[src/rtl/hub75_pkg.sv]
// hub75_pkg: shared FSM state encodings and default panel geometry for the HUB75 framebuffer loader
package hub75_pkg;
  localparam int DEF_N_BANKS  = 2;
  localparam int DEF_N_ROWS   = 32;
  localparam int DEF_N_COLS   = 64;
  localparam int DEF_N_CHANS  = 3;
  localparam int DEF_N_PLANES = 8;
  localparam logic [2:0] S_FILL      = 3'd0;
  localparam logic [2:0] S_WAIT_RDY  = 3'd1;
  localparam logic [2:0] S_STORE     = 3'd2;
  localparam logic [2:0] S_WAIT_DONE = 3'd3;
  localparam logic [2:0] S_SWAP      = 3'd4;
endpackage

[src/rtl/hub75_fb_loader_cnt.sv]
// hub75_fb_loader_cnt: raster position counter (column, raster row, last-column/last-row flags)
//   inc_i      accepted pixel, advances column (wraps after N_COLS-1)
//   row_inc_i  advance raster row;  row_clr_i  restart at row 0
//   resync_i   start-of-frame resync: column 1, row 0 (pixel itself lands at column 0)
//   col_o/row_o current position;  last_col_o/last_row_o position flags
module hub75_fb_loader_cnt #(
  parameter int N_COLS       = 64,
  parameter int N_ROWS_TOTAL = 64,
  parameter int RW           = $clog2(N_ROWS_TOTAL),
  localparam int CW          = $clog2(N_COLS)
) (
  input  logic          clk,
  input  logic          rst,
  input  logic          inc_i,
  input  logic          row_inc_i,
  input  logic          row_clr_i,
  input  logic          resync_i,
  output logic [CW-1:0] col_o,
  output logic [RW-1:0] row_o,
  output logic          last_col_o,
  output logic          last_row_o
);
  logic [CW-1:0] col_q, col_d;
  logic [RW-1:0] row_q, row_d;
  assign last_col_o = col_q == CW'(N_COLS - 1);
  assign last_row_o = row_q == RW'(N_ROWS_TOTAL - 1);
  assign col_d = resync_i ? CW'(1) : inc_i ? (last_col_o ? '0 : col_q + CW'(1)) : col_q;
  assign row_d = (resync_i || row_clr_i) ? '0 : row_inc_i ? row_q + RW'(1) : row_q;
  assign col_o = col_q;
  assign row_o = row_q;
  always_ff @(posedge clk)
    if (rst) begin
      col_q <= '0;
      row_q <= '0;
    end else begin
      col_q <= col_d;
      row_q <= row_d;
    end
endmodule

[src/rtl/hub75_fb_loader.sv]
// hub75_fb_loader: fills a line buffer from a raster pixel stream and requests row stores / frame swaps
//   in_data/in_sof/in_valid/in_ready   pixel stream (transfer when in_valid && in_ready)
//   wr_data/wr_col_addr/wr_en          line-buffer write, one cycle after acceptance
//   wr_bank_addr/wr_row_addr           destination of the current row store
//   wr_row_swap/wr_row_store           one-cycle store request; wr_row_rdy grants it
//   frame_swap                         completed frame handed to the display
//   err_sync                           frame resync pulse
// Optional macro HUB75_FB_LOADER_SOF_EN: in_sof on an unexpected position resyncs to row 0.
module hub75_fb_loader import hub75_pkg::*; #(
  parameter int N_BANKS   = DEF_N_BANKS,
  parameter int N_ROWS    = DEF_N_ROWS,
  parameter int N_COLS    = DEF_N_COLS,
  parameter int N_CHANS   = DEF_N_CHANS,
  parameter int N_PLANES  = DEF_N_PLANES,
  localparam int LOG_N_BANKS = $clog2(N_BANKS),
  localparam int LOG_N_ROWS  = $clog2(N_ROWS),
  localparam int LOG_N_COLS  = $clog2(N_COLS),
  localparam int RW          = LOG_N_BANKS + LOG_N_ROWS,
  localparam int DW          = N_CHANS * N_PLANES
) (
  input  logic                   clk,
  input  logic                   rst,
  input  logic [DW-1:0]          in_data,
  input  logic                   in_sof,
  input  logic                   in_valid,
  output logic                   in_ready,
  output logic [DW-1:0]          wr_data,
  output logic [LOG_N_COLS-1:0]  wr_col_addr,
  output logic                   wr_en,
  output logic [LOG_N_BANKS-1:0] wr_bank_addr,
  output logic [LOG_N_ROWS-1:0]  wr_row_addr,
  output logic                   wr_row_swap,
  output logic                   wr_row_store,
  input  logic                   wr_row_rdy,
  output logic                   frame_swap,
  output logic                   err_sync
);
  logic [2:0] state_q, state_d;
  logic first_q, acc, resync, wr_en_q, err_q, last_col, last_row;
  logic [LOG_N_COLS-1:0] col, wr_col_q;
  logic [RW-1:0] row;
  logic [DW-1:0] wr_data_q;
  logic [LOG_N_BANKS-1:0] bank_q;
  logic [LOG_N_ROWS-1:0] row_q;
  assign in_ready = state_q == S_FILL && !rst;
  assign acc = in_valid && in_ready;
`ifdef HUB75_FB_LOADER_SOF_EN
  assign resync = acc && in_sof && (col != '0 || row != '0);
`else
  logic unused_sof;
  assign unused_sof = in_sof;
  assign resync = 1'b0;
`endif
  // Both wait states ignore wr_row_rdy in their first cycle: in WAIT_RDY the last
  // pixel's line-buffer write is still landing, in WAIT_DONE the final store is.
  assign state_d = state_q == S_FILL      ? (acc && last_col && !resync ? S_WAIT_RDY : S_FILL)
                 : state_q == S_WAIT_RDY  ? (wr_row_rdy && !first_q ? S_STORE : S_WAIT_RDY)
                 : state_q == S_STORE     ? (last_row ? S_WAIT_DONE : S_FILL)
                 : state_q == S_WAIT_DONE ? (wr_row_rdy && !first_q ? S_SWAP : S_WAIT_DONE)
                 : S_FILL;
  hub75_fb_loader_cnt #(.N_COLS(N_COLS), .N_ROWS_TOTAL(N_BANKS * N_ROWS), .RW(RW)) u_cnt (
    .clk        (clk),
    .rst        (rst),
    .inc_i      (acc),
    .row_inc_i  (state_q == S_STORE && !last_row),
    .row_clr_i  (state_q == S_SWAP),
    .resync_i   (resync),
    .col_o      (col),
    .row_o      (row),
    .last_col_o (last_col),
    .last_row_o (last_row)
  );
  always_ff @(posedge clk)
    if (rst) begin
      state_q   <= S_FILL;
      first_q   <= 1'b1;
      wr_en_q   <= 1'b0;
      err_q     <= 1'b0;
      wr_data_q <= '0;
      wr_col_q  <= '0;
      bank_q    <= '0;
      row_q     <= '0;
    end else begin
      state_q <= state_d;
      first_q <= state_d != state_q;
      wr_en_q <= acc;
      err_q   <= resync;
      if (acc) begin
        wr_data_q <= in_data;
        wr_col_q  <= resync ? '0 : col;
      end
      // Destination latched on entry to STORE so it stays put while the next row fills.
      if (state_d == S_STORE && state_q != S_STORE) begin
        bank_q <= row[RW-1 -: LOG_N_BANKS];
        row_q  <= row[LOG_N_ROWS-1:0];
      end
    end
  assign wr_data      = wr_data_q;
  assign wr_col_addr  = wr_col_q;
  assign wr_bank_addr = bank_q;
  assign wr_row_addr  = row_q;
  assign wr_en        = wr_en_q && !rst;
  assign err_sync     = err_q && !rst;
  assign wr_row_store = state_q == S_STORE && !rst;
  assign wr_row_swap  = wr_row_store;
  assign frame_swap   = state_q == S_SWAP && !rst;
endmodule
[config.mk]
export PLATFORM = sky130hd
export DESIGN_NAME = hub75_fb_loader
export DESIGN_NICKNAME = d
export VERILOG_FILES = /design/src/rtl/hub75_pkg.sv /design/src/rtl/hub75_fb_loader_cnt.sv /design/src/rtl/hub75_fb_loader.sv
export SDC_FILE = /design/constraint.sdc
export NUM_CORES = 1
export LEC_CHECK = 0
export ABC_AREA = 1
export CORE_ASPECT_RATIO = 1.1
export CORE_MARGIN = 1.5
export CORE_UTILIZATION = 45
export DETAILED_ROUTE_END_ITERATION = 10
export GPL_TIMING_DRIVEN = 0
export PLACE_DENSITY = 0.8
export SYNTH_ARGS = -nofsm -noshare
export SYNTH_HDL_FRONTEND = slang
export SYNTH_HIERARCHICAL = 1
export SYNTH_SLANG_ARGS = --single-unit
[constraint.sdc]
create_clock -name clk -period 1.8 [get_ports clk]
set_input_delay 0.36 -clock clk [delete_from_list [all_inputs] [get_ports clk]]
set_output_delay 0.36 -clock clk [all_outputs]
set_load 0.05 [all_outputs]
# Word-level counts from Yosys, hierarchy flattened

Cells that the tools add are included.

Bits in registers: 53
Input port bits: 29
Output and inout bits: 42
Logic and storage cells: 43

Mux-type cells: 9
Equal/unequal tests: 9
$add $sub $neg: 2
Reductions and logical operators: 14

Operator list:

| operator            | count |
|---|---|
| $mux 3              | 5 |
| $add 6x1->6 const B | 2 |
| $eq 6x6->1 const B  | 2 |
| $eq 3x2->1 const B  | 3 |
| $logic_and 1x1->1   | 9 |
| $mux 6              | 1 |
| $mux 2              | 2 |
| $eq 3x1->1 const B  | 1 |
| $eq 3x3->1 const B  | 1 |
| $logic_not 1->1     | 3 |
| $logic_not 3->1     | 1 |
| $ne 3x2->1 const B  | 1 |
| $ne 3x3->1          | 1 |
| $reduce_or 2->1     | 1 |
| $mux 1              | 1 |

# Longest topological paths before layout

Gate-level depths: netlist of the first run.

Depth after elaboration: 9
Mapped depth: 10

# Hierarchy

The synthesis of the first run kept the hierarchy.

Modules (own cells, without submodules):

| module              | area an instance (um2) | cells each | instances |
|---|---|---|---|
| hub75_fb_loader     | 1761.7                 | 207        | 1 |
| hub75_fb_loader_cnt | 595.6                  | 84         | 1 |

# Least setup slack after synthesis of the first run

Ideal clock, no wire load.

Path kind: input to output
Start point: input rst
End point: output wr_row_swap
Path slack: -0.311 ns
Stages: 4
Required time: 1.440 ns
Path buffers: 3
Arrival time: 1.751 ns
Path through: buf_2 > buf_2 > nor2_1 > buf_4

Cells in the longest elaborated chain, start to end: 2

RTL lines:

| what              | line                   | RTL |
|---|---|---|
| from (decl)       | hub75_fb_loader.sv:22  | `input logic rst,` |
| $logic_not 1->1   | hub75_fb_loader.sv:104 | `assign wr_row_store = state_q == S_STORE && !rst;` |
| $logic_and 1x1->1 | hub75_fb_loader.sv:104 |  |
| to (decl)         | hub75_fb_loader.sv:32  | `output logic wr_row_swap,` |

No other way between the ends.

# Worst setup path in the final report of the first run

Start point: register state_q[1]
End point: output in_ready

Cells in the longest elaborated chain, start to end: 2

RTL lines:

| what                   | line                  | RTL |
|---|---|---|
| from (decl)            | hub75_fb_loader.sv:38 | `logic [2:0] state_q, state_d;` |
| from (signal assigned) | hub75_fb_loader.sv:84 | `state_q <= state_d;` |
| $logic_not 3->1        | hub75_fb_loader.sv:45 | `assign in_ready = state_q == S_FILL && !rst;` |
| $logic_and 1x1->1      | hub75_fb_loader.sv:45 |  |
| to (decl)              | hub75_fb_loader.sv:26 | `output logic in_ready,` |

No other way between the ends.

==> results of run 1 <==
[Yosys cell counts]
cell type,n
nor2_1,32
nand3_2,1
buf_2,7
buf_4,2
nor3_1,4
conb_1,1
nor2_2,8
nand3_1,11
o21ai_0,9
a21oi_1,12
nand4_1,2
a21oi_2,29
inv_4,1
nor2_4,2
inv_2,2
nand2_1,59
nand2_2,30
inv_1,20
ha_1,2
dfxtp_1,53
buf_12,3
mux2i_1,1
[kinds of logic after synthesis]
kind of cell / Yosys count / share of synthesized area (%)
and+or+nand+nor: 149 / 29.67
DFF: 53 / 45.01
AOI/OAI and AO/OA: 50 / 15.23
buffers and inverters: 35 / 8.439
adders and majority gates: 2 / 1.061
muxes: 1 / 0.4246
other: 1 / 0.1591
[where the power goes]
part | internal, mW | switching (mW) | total (mW)
registers | 1.20 | 0.0160 | 1.22
clock network | 0.257 | 0.351 | 0.608
logic | 0.140 | 0.226 | 0.365
[worst min path at each step]
stage	startpoint	end	slack [ns]
floorplan	rst	u_cnt/col_o[0]	0.43
global placement	wr_data[23]	wr_data[23]	0.45
detailed placement	wr_data[11]	wr_data[11]	0.46
CTS	rst	u_cnt/col_o[0]	0.40
global route	rst	u_cnt/col_o[0]	0.39
finish	rst	u_cnt/col_o[0]	0.41
[sequential cells by signal, indices dropped and copies added, names as in the netlist]
signal and cells:
first_q 1, wr_col_addr 6, wr_bank_addr 1, state_q 3, wr_data 24, wr_row_addr 5, wr_en_q 1, u_cnt/row_o 6
u_cnt/col_o 6
[placed cells by master, fill, tap and decap left out, types with 2 or more instances in the layout]
cell / instances
a21oi_1: 12
a21oi_2: 29
buf_12: 3
buf_2: 9
buf_4: 4
clkbuf_8: 5
clkdlybuf4s50_1: 26
conb_1: 3
dfxtp_1: 53
dlygate4sd2_1: 31
dlymetal6s2s_1: 5
ha_1: 2
inv_1: 20
inv_2: 2
nand2_1: 59
nand2_2: 30
nand3_1: 11
nand4_1: 2
nor2_1: 30
nor2_2: 10
nor2_4: 2
nor3_1: 4
o21ai_0: 9
[layer usage]
metal  up-vias  part of all wire, %
met5         -                    0
met3         2                  6.0
met4         0                 0.52
met1       914                   44
met2        59                   49
li1       1064                    -
[final cells by class]
| class | count | area, µm² | area share (%) |
|---|---|---|---|
| clock inverters | 1 | 5.005 | 0.1585 |
| clock buffers | 5 | 68.82 | 2.179 |
| inverters | 23 | 88.84 | 2.813 |
| plain buffers | 12 | 118.9 | 3.764 |
| repair buffers | 68 | 633.1 | 20.05 |
| well taps | 58 | 72.57 | 2.298 |
| flip-flops and latches | 53 | 1061 | 33.60 |
| multi-input cells | 205 | 1110 | 35.14 |
[worst max-delay path, stage by stage (launching register included)]
cell and delay [ns]:
dfxtp_1 0.37, nor2_2 0.15, inv_1 0.08, nor3_1 0.17
buf_2 0.30
[stage by stage]
| stage | worst slack [ns] | hold slack, ns | power, mW | util, % | cells |
|---|---|---|---|---|---|
| 2_1_floorplan | -0.1722 | 0.4291 | 1.482 | - | 293 |
| 3_3_place_gp | -0.9975 | 0.4524 | 1.625 | 61.99 | 419 |
| 3_5_place_dp | -1.004 | 0.4634 | 1.628 | 61.99 | 419 |
| 4_1_cts | 0.0001101 | 0.3996 | 2.224 | 62.44 | 425 |
| 5_1_grt | 0.0008791 | 0.3920 | 2.293 | 62.74 | 425 |
| 6_report | 0.07500 | 0.4059 | 2.191 | 62.74 | 425 |
==> metrics, run 1 <==
hold path cells 2; fmax between 500 and 600 MHz; total CTS buffers 5; met1 usage 21.26%; CTS tree done; Initial DRC Count 54; Vias 2039; WP data required ~1.4 ns; pwr dens 693.9 nW/µm²; port bufs 68; # H-tree levels 2; Die ar. 5682 µm²; GRT met3 Usage 5.330%; critical path arrival 1.37 ns; Synth area leaders dfxtp_1, a21oi_2, nand2_1; RR Startpoint u_cnt/row_o[0]; Rel. slew slack 66.24%; Final #Nets around 400; Sum Neg Setup Slack 0 ns; Setup crit start state_q[1]; R2R Path End u_cnt/row_o[4]; unrepaired setup endpoints after global routing no; GRT busiest layer met2; post-synthesis cell area 2357 µm²; Initial Util 46.83%; largest net degree at the start of global routing 16; Clock Path Buffers 2; status finished, final reports clean; vias per inst 4.798; initial antenna violation count 0; die height slightly below 80 µm; first-pass GRT wire length 8.135 mm; Cell Rows 27; Leak 1.395 nW; GP Congestion 0.8269; Avg Inst Size Synth 8.101 µm²; Setup Buffers After CTS 0; met2 GRT Util 31.76%; Finished Cell Area 3158 µm²; Tightest Pin Transition a little over 0.5 ns; post-DR wirelength/cell approximately 11 µm; ANT nets after route 0; # clock sinks 53; final setup vio count 0; number of distinct library cells after synthesis 22; clock latency on the worst-skew pair 0.30 ns; # fillers 474; DRT Wirelength approximately 4.8 mm; root buffer cell clkbuf_8; Final period util 95.83%; vias in the first global route 1883; DRC Markers 0; sequential area share after synthesis ~45%; reg2reg setup slack 0.27 ns; crit-path max FO 6; startpoint class of the critical path flop; GR Overflow Total 0; dpl cell area 3120 µm²; max cap viols 0; post-DP HPWL between 3 and 4 mm; critical path type flop to primary output; Synth top area share 45.01%; flops & latches, synth 53; final hold vios 0; Critical Path End Type primary output; total core area about 5000 µm²; Gate Count Post-Synth 291; Synth warnings 6; Worst-path clk slew 0.09 ns; num ports 71; TritonRoute pass-1 iters 4; cts repair resizes between 60 and 70; Hold Path Class primary input to flop; VDD IR max 0.0004266 V; area grow syn2layout 33.97%; worst clock skew 0.005369 ns; Total GRT Usage 18.07%; fin crit period 1.725 ns; Slew Viols, Final 0; share of cells above drive strength 1 between 20% and 30%; end of the critical path in_ready; worst r2r path cells 9; Synth area leader dfxtp_1; Hold Buf Count CTS 0; ANT cells 0; Die W 72.01 µm
Note: power is estimated with default switching activity, not from simulation.
==> run 2: changes to the inputs <==
--- a/config.mk
+++ b/config.mk
@@ -10,6 +10,7 @@
 export CORE_MARGIN = 1.5
 export CORE_UTILIZATION = 45
 export DETAILED_ROUTE_END_ITERATION = 10
+export GPL_ROUTABILITY_DRIVEN = 0
 export GPL_TIMING_DRIVEN = 0
 export PLACE_DENSITY = 0.8
 export SYNTH_ARGS = -nofsm -noshare
==> results of run 2 <==
No change in the layout: final DEF, timing and power equal those of run 1.
==> run 3: changes to the inputs <==
--- a/config.mk
+++ b/config.mk
@@ -8,12 +8,13 @@
 export ABC_AREA = 1
 export CORE_ASPECT_RATIO = 1.1
 export CORE_MARGIN = 1.5
-export CORE_UTILIZATION = 45
+export CORE_UTILIZATION = 42
 export DETAILED_ROUTE_END_ITERATION = 10
 export GPL_ROUTABILITY_DRIVEN = 0
 export GPL_TIMING_DRIVEN = 0
-export PLACE_DENSITY = 0.8
+export PLACE_DENSITY = 0.79
 export SYNTH_ARGS = -nofsm -noshare
 export SYNTH_HDL_FRONTEND = slang
 export SYNTH_HIERARCHICAL = 1
 export SYNTH_SLANG_ARGS = --single-unit
+export TNS_END_PERCENT = 20
==> constraint.sdc (replaced) <==
create_clock -name clk -period 1.39 [get_ports clk]
set_input_delay 0.278 -clock clk [delete_from_list [all_inputs] [get_ports clk]]
set_output_delay 0.278 -clock clk [all_outputs]
set_load 0.05 [all_outputs]
==> metrics, run 3 (same netlist as run 1, synthesis figures left out) <==
Die W 74.43 µm; DRC Markers 0; max reg flops 24; final setup vio count 11; Slew Viols, Final 0; Hold Buf Count CTS 0; pwr dens between 800 and 900 nW/µm²; worst clock skew 0.005301 ns; die height 81.58 µm; Cell Rows 28; WP data required 1.60 ns; Initial DRC Count 70; TritonRoute pass-1 iters 4; most common cell after layout, fill and taps aside nand2_1; hold path cells 2; # clock sinks 53; Finished Cell Area 3538 µm²; first-pass GRT wire length between 9 and 10 mm; status complete, but fails checks; Power Total 3.167 mW; area grow syn2layout 50.11%; # fillers 484; Initial Util 43.69%; Die ar. 6072 µm²; Total GRT Usage between 10% and 20%; Vias 2159; commonest non-fill, non-tap cells in the layout nand2_1, dfxtp_1, clkdlybuf4s15_2; Hold Path Class primary input to flop; CTS tree done; Final Hold Slack 0.2153 ns; Final #Nets 410; Critical Path End Type flop; dpl cell area 3159 µm²; port bufs 68; share of cells above drive strength 1 43.95%; ANT cells 0; critical path arrival 1.73 ns; post-DR wirelength/cell 12.34 µm; Layout Cells excl Fill 455; DRT Wirelength between 5 and 6 mm; num ports 71; Placed Instances 436; final worst slack -0.1373 ns; Worst-path clk slew 0.09 ns; largest net degree at the start of global routing 16; # H-tree levels 2; failing checks negative setup slack; post-DP HPWL 3.753 mm; crit-path max cell delay 0.35 ns; VDD IR max 0.0006726 V; fin crit period between 1.5 and 2 ns; root buffer cell clkbuf_8; unrepaired setup endpoints after global routing yes; fmax 654.8 MHz; total core area 5395 µm²; startpoint class of the critical path flop; GR Overflow Total 0; Final period util 109.9%; clock latency on the worst-skew pair ~0.3 ns; worst-path cell chain ha_2, nand3_1, nor2_2, nor2_2, nand2_1, nor2_2, nand2_1, nand2_1, nor2_1; crit-path max FO 6; slowest CP cell dfxtp_2; total CTS buffers 5; critical path type flop to flop; vias per inst 4.745; ANT nets after route 0; worst r2r path cells 9; Leak 1.275 nW; vias in the first global route 2136; max cap viols 0; Clock Path Buffers 2; final hold vios 0; initial antenna violation count 0
## run 3: final timing paths
path / from / end / slack, ns
worst max-delay path: u_cnt/row_o[0] / u_cnt/row_o[4] / -0.14
worst min-delay path: rst / u_cnt/col_o[0] / 0.22
worst max register to register: u_cnt/row_o[0] / u_cnt/row_o[4] / -0.14
worst min register to register: wr_col_addr[5] / wr_col_addr[5] / 0.48
## run 3: timing repair
action                                  CTS  global route
gates resized for setup                 173            16
pin swaps                                 3             5
endpoints found under the setup margin   53            22
buffers inserted                          4             7
## run 3: area by class of cell
type	instances	area, µm²	share of cell area [%]
buffer	12	126.4	3.571
inverter	23	98.84	2.793
multi-input combinational	205	1195	33.77
tap	75	93.84	2.652
timing repair buffer	79	825.8	23.34
clock inverter	1	30.03	0.8487
sequential	53	1082	30.59
clock buffer	7	86.33	2.440
## run 3: routing by layer
layer	vias to the layer above	global-route usage, %	share of wire (%)	wire, µm
met2	61	35.63	52	2903
met5	-	0	0	0
met3	8	4.785	5.3	299
li1	1096	-	-	-
met1	994	22.41	42	2332
met4	0	6.182	1.4	81
## run 3: critical path, delay by kind of cell (launching register included)
| kind | cells | cell delay (ns) |
|---|---|---|
| flip-flops | 1 | 0.35 |
| adder cells (fa/ha/maj) | 1 | 0.20 |
| AND/OR/NAND/NOR | 8 | 0.89 |
## run 3: metrics by stage
stage	TNS (ns)	utilization, %	setup slack [ns]
finish	-0.9010	65.58	-0.1373
CTS	-0.7891	63.57	-0.1372
floorplan	-0.3080	-	-0.1153
global placement	-19.15	58.56	-1.272
global route	-1.979	65.58	-0.1821
detailed placement	-19.31	58.56	-1.268
## run 3: where the power goes
part | internal (mW) | switching (mW) | leakage, nW | total [mW]
Combinational | 0.215 | 0.306 | 0.781 | 0.520
Clock | 0.587 | 0.485 | 0.0585 | 1.07
Sequential | 1.55 | 0.0241 | 0.436 | 1.57
Total | 2.35 | 0.815 | 1.27 | 3.17
